===== config.mk =====
export PLATFORM = sky130hd
export DESIGN_NAME = station_display_seq
export DESIGN_NICKNAME = d
export VERILOG_FILES = /design/src/rtl/station_pkg.sv /design/src/rtl/station_fifo.sv /design/src/rtl/station_display_seq.sv
export SDC_FILE = /design/constraint.sdc
export NUM_CORES = 1
export LEC_CHECK = 0
export ABC_AREA = 1
export BUFFER_PORTS_ARGS = -buffer_cell sky130_fd_sc_hd__buf_4
export CAP_MARGIN = 20
export CORE_UTILIZATION = 56
export CTS_CLUSTER_SIZE = 12
export DETAILED_ROUTE_END_ITERATION = 6
export GPL_TIMING_DRIVEN = 0
export PLACE_DENSITY = 0.78
export SLEW_MARGIN = 0
export SYNTH_ARGS = -nofsm -noshare
export SYNTH_HDL_FRONTEND = slang
export SYNTH_HIERARCHICAL = 1
export SYNTH_SLANG_ARGS = --single-unit

===== constraint.sdc =====
create_clock -name clk -period 5.1 [get_ports clk]
set_input_delay 0.255 -clock clk [delete_from_list [all_inputs] [get_ports clk]]
set_output_delay 0.255 -clock clk [all_outputs]
set_load 0.1 [all_outputs]

===== src/rtl/station_pkg.sv =====
// Shared types and helpers for the station display sequencer.
package station_pkg;

  localparam logic [3:0] DIG_BLANK = 4'hF;
  localparam logic [3:0] DIG_NONE  = 4'h0;

  typedef enum logic [1:0] {IDLE, READY, SERVE} state_t;

  // Index among the other stations (ascending, current skipped) -> absolute index
  function automatic logic [3:0] rel_to_abs(input logic [3:0] idx, input logic [3:0] cur);
    return (idx < cur) ? idx : idx + 4'd1;
  endfunction

endpackage


===== src/rtl/station_fifo.sv =====
// Synchronous FIFO with flush. Push/pop are trusted (already qualified by
// the caller). Exposes the post-edge count and head so the owner can
// register display values without an extra cycle of latency.
module station_fifo #(
  parameter int DEPTH = 4,
  parameter int W     = 2,
  localparam int AW   = $clog2(DEPTH),
  localparam int CW   = AW + 1
) (
  input  logic          clk,
  input  logic          rst,
  input  logic          flush,
  input  logic          push,
  input  logic          pop,
  input  logic [W-1:0]  din,
  output logic [CW-1:0] count,
  output logic [CW-1:0] count_nxt,
  output logic [W-1:0]  head_nxt
);

  logic [W-1:0]  mem [DEPTH];
  logic [AW-1:0] wr_ptr, rd_ptr, wr_base, rd_base;
  logic [CW-1:0] cnt_base;

  // Flush empties the queue first; a same-cycle push then lands in slot 0
  always_comb begin
    wr_base   = flush ? '0 : wr_ptr;
    rd_base   = flush ? '0 : rd_ptr;
    cnt_base  = flush ? '0 : count;
    count_nxt = cnt_base + CW'(push) - CW'(pop);
    if (pop)
      head_nxt = (cnt_base >= CW'(2)) ? mem[rd_base + AW'(1)] : din;
    else
      head_nxt = (cnt_base != '0) ? mem[rd_base] : din;
  end

  // Storage; when full with push+pop the write slot equals the popped slot
  always_ff @(posedge clk) begin
    if (push) mem[wr_base] <= din;
  end

  // Pointers wrap naturally (DEPTH is a power of two)
  always_ff @(posedge clk) begin
    if (rst) begin
      wr_ptr <= '0;
      rd_ptr <= '0;
      count  <= '0;
    end else begin
      wr_ptr <= wr_base + AW'(push);
      rd_ptr <= rd_base + AW'(pop);
      count  <= count_nxt;
    end
  end

endmodule


===== src/rtl/station_display_seq.sv =====
// Station display sequencer: latches the current station, queues targets
// (stored as absolute indices) and drives two registered hex digits.
// Optional build macro: STATION_DISP_BLINK_EN blinks v2 while serving.
module station_display_seq
  import station_pkg::*;
#(
  parameter int         N_ST      = 4,
  parameter int         DEPTH     = 4,
  parameter logic [3:0] DIG_BASE  = 4'hA,
  parameter int         BLINK_DIV = 8,
  localparam int        IW        = $clog2(N_ST),
  localparam int        TW        = (N_ST > 2) ? $clog2(N_ST - 1) : 1,
  localparam int        CW        = $clog2(DEPTH) + 1
) (
  input  logic            clk,
  input  logic            rst,
  input  logic [N_ST-1:0] src_sel,
  input  logic            src_load,
  input  logic [TW-1:0]   tgt_idx,
  input  logic            tgt_push,
  input  logic            tgt_pop,
  output logic [3:0]      v1,
  output logic [3:0]      v2,
  output logic            tgt_valid,
  output logic            full,
  output logic            err,
  output logic            ovf
);

  if (int'(DIG_BASE) + N_ST - 1 > 15) begin : g_bad_base
    $error("DIG_BASE + N_ST - 1 exceeds a 4-bit digit");
  end
  if (N_ST < 2 || N_ST > 12 || DEPTH < 2 || (DEPTH & (DEPTH - 1)) != 0 || BLINK_DIV < 1) begin : g_bad_param
    $error("station_display_seq parameter out of range");
  end

  state_t        state, state_nxt;
  logic [IW-1:0] cur, sel_idx, cur_nxt;
  logic [IW-1:0] abs_idx;
  logic [IW-1:0] head_nxt;
  logic [CW-1:0] count, count_nxt, count_eff;
  logic          load_ok, load_bad, active, idx_ok;
  logic          push_acc, pop_acc, push_full_drop, err_nxt;
  logic [3:0]    v2_nxt;

  // One-hot decode of the requested station
  always_comb begin
    sel_idx = '0;
    for (int i = 0; i < N_ST; i++)
      if (src_sel[i]) sel_idx = IW'(i);
  end

  // Command qualification; a good load flushes before a same-cycle push
  always_comb begin
    load_ok        = src_load && $onehot(src_sel);
    load_bad       = src_load && !$onehot(src_sel);
    active         = load_ok || (state != IDLE);
    idx_ok         = int'(tgt_idx) < N_ST - 1;
    cur_nxt        = load_ok ? sel_idx : cur;
    abs_idx        = IW'(rel_to_abs(4'(tgt_idx), 4'(cur_nxt)));
    count_eff      = load_ok ? '0 : count;
    pop_acc        = tgt_pop && (count_eff != '0);
    push_acc       = tgt_push && active && idx_ok && ((count_eff != CW'(DEPTH)) || pop_acc);
    push_full_drop = tgt_push && active && idx_ok && (count_eff == CW'(DEPTH)) && !pop_acc;
    err_nxt        = load_bad || (tgt_push && (!active || !idx_ok)) || push_full_drop;
    if (!active)                state_nxt = IDLE;
    else if (count_nxt != '0)   state_nxt = SERVE;
    else                        state_nxt = READY;
  end

  station_fifo #(.DEPTH(DEPTH), .W(IW)) u_fifo (
    .clk       (clk),
    .rst       (rst),
    .flush     (load_ok),
    .push      (push_acc),
    .pop       (pop_acc),
    .din       (abs_idx),
    .count     (count),
    .count_nxt (count_nxt),
    .head_nxt  (head_nxt)
  );

`ifdef STATION_DISP_BLINK_EN
  localparam int BW = $clog2(BLINK_DIV + 1);
  logic [BW-1:0] blink_cnt, blink_cnt_nxt;
  logic          blink_ph, blink_ph_nxt, head_chg;

  // Blink phase restarts whenever a different target reaches the head
  always_comb begin
    head_chg      = load_ok || pop_acc || (push_acc && count_eff == '0);
    blink_cnt_nxt = blink_cnt + BW'(1);
    blink_ph_nxt  = blink_ph;
    if (state_nxt != SERVE || head_chg) begin
      blink_cnt_nxt = '0;
      blink_ph_nxt  = 1'b0;
    end else if (blink_cnt == BW'(BLINK_DIV - 1)) begin
      blink_cnt_nxt = '0;
      blink_ph_nxt  = !blink_ph;
    end
    v2_nxt = (state_nxt != SERVE) ? DIG_NONE :
             blink_ph_nxt         ? DIG_BLANK : DIG_BASE + 4'(head_nxt);
  end

  // Blink counter state
  always_ff @(posedge clk) begin
    if (rst) begin
      blink_cnt <= '0;
      blink_ph  <= 1'b0;
    end else begin
      blink_cnt <= blink_cnt_nxt;
      blink_ph  <= blink_ph_nxt;
    end
  end
`else
  // Steady head digit while serving
  always_comb v2_nxt = (state_nxt == SERVE) ? DIG_BASE + 4'(head_nxt) : DIG_NONE;
`endif

  // Control FSM with registered display/status outputs
  always_ff @(posedge clk) begin
    if (rst) begin
      state     <= IDLE;
      cur       <= '0;
      v1        <= DIG_NONE;
      v2        <= DIG_NONE;
      tgt_valid <= 1'b0;
      full      <= 1'b0;
      err       <= 1'b0;
      ovf       <= 1'b0;
    end else begin
      state     <= state_nxt;
      cur       <= cur_nxt;
      v1        <= (state_nxt == IDLE) ? DIG_NONE : DIG_BASE + 4'(cur_nxt);
      v2        <= v2_nxt;
      tgt_valid <= count_nxt != '0;
      full      <= count_nxt == CW'(DEPTH);
      err       <= err_nxt;
      ovf       <= ovf || push_full_drop;
    end
  end

endmodule


-- Yosys cells after proc, flatten, opt, wreduce, memory -nomap -nowiden
Memories as Yosys holds them, arrays and structs flattened.
Cells that the tools add are included.
- add/subtract/negate cells: 11
- reduce and logical (&&, ||, !) cells: 25
- muxes and demuxes: 15
- magnitude comparators: 3
- equal/unequal tests: 5
- bitwise logic cells: 1
- operators by type and width (kind ; count):
    $mux W2 ; 11
    $logic_and A1 B1 Y1 ; 9
    $add A4 B2 Y4 const A ; 2
    $eq A3 B3 Y1 const B ; 2
    $logic_or A1 B1 Y1 ; 6
    $reduce_bool A3 Y1 ; 2
    $add A1 B1 Y2 ; 2
    $add A2 B1 Y2 ; 2
    $add A2 B1 Y2 const B ; 2
    $logic_not A1 Y1 ; 4
    $reduce_or A2 Y1 ; 2
    $add A2 B2 Y3 ; 1
    $add A3 B1 Y3 ; 1
    $eq A3 B1 Y1 const B ; 1
    $ge A3 B2 Y1 const B ; 1
    $mux W1 ; 3
    $mux W3 ; 1
    $ne A3 B3 Y1 const B ; 1
    $sub A3 B1 Y3 ; 1
    $eq A2 B2 Y1 const B ; 1
    $logic_not A2 Y1 ; 1
    $lt A2 B2 Y1 ; 1
    $lt A2 B2 Y1 const B ; 1
    $reduce_bool A2 Y1 ; 1
    $not A1 Y1 ; 1
- bits in writable memories: 8
- register bits after elaboration: 23
- output and inout port bits: 12
- logic and storage cells: 72
- memories: 1
- memories (memory ; depth ; bits a word ; rd ports ; clocked after memory_dff ; wr ports ; line ; source):
    u_fifo.mem ; 4 ; 2 ; 2 ; 0 ; 1 ; station_fifo.sv:21 ; logic [W-1:0] mem [DEPTH];

-- Depth between registers and ports, before layout
- depth after elaboration: 17
- gate-level depth with buffers: 24
- depth with buffers taken out: 24

-- Cells and area by module
Netlist, hierarchy kept.
- modules (own cells, without submodules) (module ; times used ; cells an instance ; area an instance (µm²)):
    station_fifo ; 1 ; 130 ; 928.4
    station_display_seq ; 1 ; 92 ; 753.2

-- Worst setup path before layout
Ideal clock, no wire load.
- path type: input port to flip-flop
- start: in src_sel[0]
- end: reg v2[1]
- cell stages on the path: 21
- buffers on the path: 0
- slack: 1487 ps
- data arrival time: 3501 ps
- cell sequence: inv_1 -> fa_1 -> inv_1 -> ha_1 -> ha_1 -> inv_1 -> nand3_2 -> nor2_4 -> nor3_1 -> ha_1 -> inv_1 -> ha_1 -> inv_1 -> fa_1 -> inv_1 -> nor2_1 -> nand2_1 -> inv_1 -> nor2_8 -> inv_4 -> nor2_2
- word-level cells in the longest chain between the ends: 17
- elaborated cells between the ends (all ways): 32
- those cells by class: add/sub: 6; order compare: 2; eq/ne: 3; mux: 9; bitwise: 1; reduce/logical: 10; memory: 1
- RTL lines (item ; line ; source):
    start: declaration ; station_display_seq.sv:17 ; input logic [N_ST-1:0] src_sel,
    $add A1 B1 Y2 (not written as such) * ; station_display_seq.sv:55 ; load_ok = src_load && $onehot(src_sel);
    $add A2 B2 Y3 (not written as such) * ; station_display_seq.sv:55 ;
    $eq A3 B1 Y1 * ; station_display_seq.sv:55 ;
    $logic_and A1 B1 Y1 * ; station_display_seq.sv:55 ;
    via load_ok ; station_display_seq.sv:42 ; logic load_ok, load_bad, active, idx_ok;
    $mux W3 * ; station_display_seq.sv:61 ; count_eff = load_ok ? '0 : count;
    $reduce_bool A3 Y1 * ; station_display_seq.sv:62 ; pop_acc = tgt_pop && (count_eff != '0);
    $logic_and A1 B1 Y1 * ; station_display_seq.sv:62 ;
    via pop_acc ; station_display_seq.sv:43 ; logic push_acc, pop_acc, push_full_drop, err_nxt;
    [... 3 more ...] ; -- ;
    $sub A3 B1 Y3 * ; station_fifo.sv:30 ; count_nxt = cnt_base + CW'(push) - CW'(pop);
    via count_nxt[1] ; station_display_seq.sv:41 ; logic [CW-1:0] count, count_nxt, count_eff;
    $reduce_bool A3 Y1 * ; station_display_seq.sv:67 ; else if (count_nxt != '0) state_nxt = SERVE;
    $mux W2 * ; station_display_seq.sv:67 ;
    $mux W2 * ; station_display_seq.sv:66 ; if (!active) state_nxt = IDLE;
    $eq A2 B2 Y1 * ; station_display_seq.sv:116 ; always_comb v2_nxt = (state_nxt == SERVE) ? DIG_BASE + 4'(head_nxt) : DIG_NONE;
    $not A1 Y1 (no line) * ; -- ;
    $reduce_or A2 Y1 (no line) * ; -- ;
    end signal: assignment ; station_display_seq.sv:134 ; v2 <= v2_nxt;
    end: declaration ; station_display_seq.sv:23 ; output logic [3:0] v2,
The timed path passes the listed nets; every way through them passes the cells marked *.
A chain may end at the register's enable or synchronous reset.

-- Worst setup path after layout
Same ends and word-level chain as after synthesis.

==> impl_metrics.ini <==
[status]
status = finished clean

[synth]
ys.flop_type = dfxtp_1
yosysWarnings = 6
ys_seq_area_share_pct = 41.7
ys_types = 25
synth_fp_nets = 243
yosys.area.top_type = dfxtp_1
async_flop_share_pct = 0
syn_area_sq_um = 1680
ys_ff_latch = 31
synth-edff-count = 8
synthTopCellsByArea = dfxtp_1 27%, edfxtp_1 14%, nand2_1 12%
syn_inst = 222
avgSynthCellArea_sq_um = 7.57
synth_top_area_share_pct = 27.4
synth_common_cells = 53 x nand2_1, 45 x inv_1, 23 x dfxtp_1, 21 x nor2_1, 18 x nand3_1
synth_most_common_cell = nand2_1

[worst_setup_path]
path_common_cell = inv_1
path_cells = buf_4, inv_1, fa_1, inv_1, ha_1, ha_1, inv_1, nand3_2, nor2_4, nor3_1, ha_1, inv_1, ha_1, inv_1, fa_1, inv_1, nor2_1, nand2_1, inv_1, nor2_8, inv_4, nor2_2
setup.worst_path.class = in -> reg
start_kind = primary input
worstSetupEndpointType = flip-flop
arrival_ps = 3910
cp_max_fo = 10
slowest_stage = nor3_1
critPathMaxStageDelay_ps = 630
cp.required_ps = 5330

[die]
num_io_pins = 23
design.core.area_sq_um = 2810
fp.dieArea_sq_um = 3230
die_width_um = 56.8
start_util_pct = 59.9
fp.dieH_um = 56.8
fp-row-count = 19

[routing]
met2_length_um = 1360
wl_met3_um = 90
drt_iter0_drc = 67
top_layer = met4
drc_errors = 0
ant_nets = 0
m1WireLength_um = 1400
wirelength_um = 2900
firstDrtPassIters = 4
wl_per_cell_um = 10.2
vias_per_cell = 4.84
vias = 1371

[clocking]
clock-sinks = 31
cts_made_buffers = 5
cts_resized = 0
clk_path_buf_depth = 2
htreeDepth = 2
cts_setup_buffers = 0
postCtsHoldBufs = 0
path_clk_slew_ps = 100
clock_latency_ps = 320
cts_tree = done
root_buffer = clkbuf_4

[grt]
antenna_found_initial = 0
grt_pass1_wl_um = 5070
grt_max_degree = 15
grt_usage_pct = 20.7
first_global_vias = 1255
gr-total-overflow = 0

[timing]
finalSetupViolations = 0
finalMaxSlewViolations = 0
fin_crit_ps = 3680
whs_ps = 225
finalHoldViolations = 0
fin_worst_skew_ps = 7.90
setup_tns_ps = 0
relSlewSlack_pct = 46.2
worstMarginPinSlew_ps = 801
rsz0062_at_grt = no
period_share_pct = 72.1
fmaxAchievable_ghz = 0.272

[flow_run]
max_cap_violations = 0

[placed_design]
hpwl_um = 2230
place_congestion = 0.843
port_buffers = 22

[layout]
drive_above_1_share_pct = 20.6
antenna_cells = 0
fin_nets = 272
multiInputGateArea_sq_um = 782
area_delta_synth_final_pct = 15.1
regArea_sq_um = 701
post-route-util_pct = 69.0
final.fill_count = 260

[power_and_ir_drop]
p_clk_share_pct = 12.1
p_int_w = 0.000535
p_leak_nw = 1.01
ir_worst_vdd_mv = 0.479
p_seq_share_pct = 30.7
combPwrFrac_pct = 57.2
p_per_area_nw_per_um2 = 559
finalPower_w = 0.00108
p_sw_share_pct = 50.5
p_switching_w = 0.000546

[min_path]
hp-class = in -> reg
-- cell type report --
cell class	instances	area share, %
clock buffers	7	2.33
clock inverters	1	0.259
flip-flops and latches	31	36.2
multi-input cells	140	40.4
repair buffers	22	8.53
well taps	31	2.00
inverters	51	10.3
-- cells by family (layout without fill, tap and decap cells) --
logic type	Yosys count	after routing	share of synthesized area (%)
adder cells (fa/ha/maj)	10	10	8.33
buffers and inverters	51	81	11.8
AO/OA/AOI/OAI	10	10	3.20
flip-flops	31	31	41.7
AND/OR/NAND/NOR	120	120	35.0
-- worst max-delay path: cells and delay by family --
family        cells  cell delay, ps
simple gates      7            1070
buf+inv           9             620
fa+ha+maj         6            1960
-- sequential cells by signal, indices dropped and copies added (netlist names) --
register	flops
cur	2
err	1
full	1
ovf	1
state	2
tgt_valid	1
u_fifo/count	3
u_fifo/mem	8
u_fifo/rd_ptr	2
u_fifo/wr_ptr	2
v1	4
v2	4
-- power by group through the flow --
stage          logic (W)  clock network [W]  registers, W
2_1_floorplan   0.000354                  0      0.000494
5_1_grt         0.000692           0.000145      0.000337
4_1_cts         0.000622           0.000136      0.000332
3_3_place_gp    0.000612                  0      0.000336
3_5_place_dp    0.000619                  0      0.000337
6_report        0.000618           0.000131      0.000332
-- stage by stage --
stage                     setup WS, ps  cells  instance area, sq um
after floorplan                   1490    222                  1680
after global placement            1130    275                  1890
after detailed placement          1100    275                  1890
after CTS                         1450    283                  1940
after global routing              1090    283                  1940
final                             1420    283                  1940
-- routing by layer --
metal | vias to the layer above | track usage, %
met5 | - | 0
met3 | 5 | 4.15
li1 | 738 | -
met4 | 0 | 8.71
met2 | 29 | 36.4
met1 | 599 | 24.5
-- cell usage in the layout, fill, tap and decap left out, drive strengths merged --
| cell | synthesis | layout |
|---|---|---|
| inv | 51 | 51 |
| dfxtp | 23 | 23 |
| nor3 | 5 | 5 |
| edfxtp | 8 | 8 |
| nor2 | 28 | 28 |
| nor4 | 2 | 2 |
| clkbuf | 0 | 7 |
| buf | 0 | 22 |
| or2 | 1 | 1 |
| fa | 2 | 2 |
| nand2 | 59 | 59 |
| nand3 | 20 | 20 |
| ha | 8 | 8 |
| nand4 | 2 | 2 |
| clkinv | 0 | 1 |
| o21ai | 3 | 3 |
| nor3b | 3 | 3 |
| a21oi | 7 | 7 |
-- path summary, 6_finish.rpt --
path / startpoint / to / slack [ps] / cells past startpoint
worst max register to register: u_fifo/count[0]$_SDFF_PP0_ / v2[1]$_SDFF_PP0_ / 2250 / 14
worst min-delay path: rst / u_fifo/count[1]$_SDFF_PP0_ / 230 / 2
worst max-delay path: src_sel[0] / v2[1]$_SDFF_PP0_ / 1420 / 22
worst min register to register: ovf$_SDFF_PP0_ / ovf$_SDFF_PP0_ / 470 / 2
No activity file was read; power rests on OpenSTA's default activity.
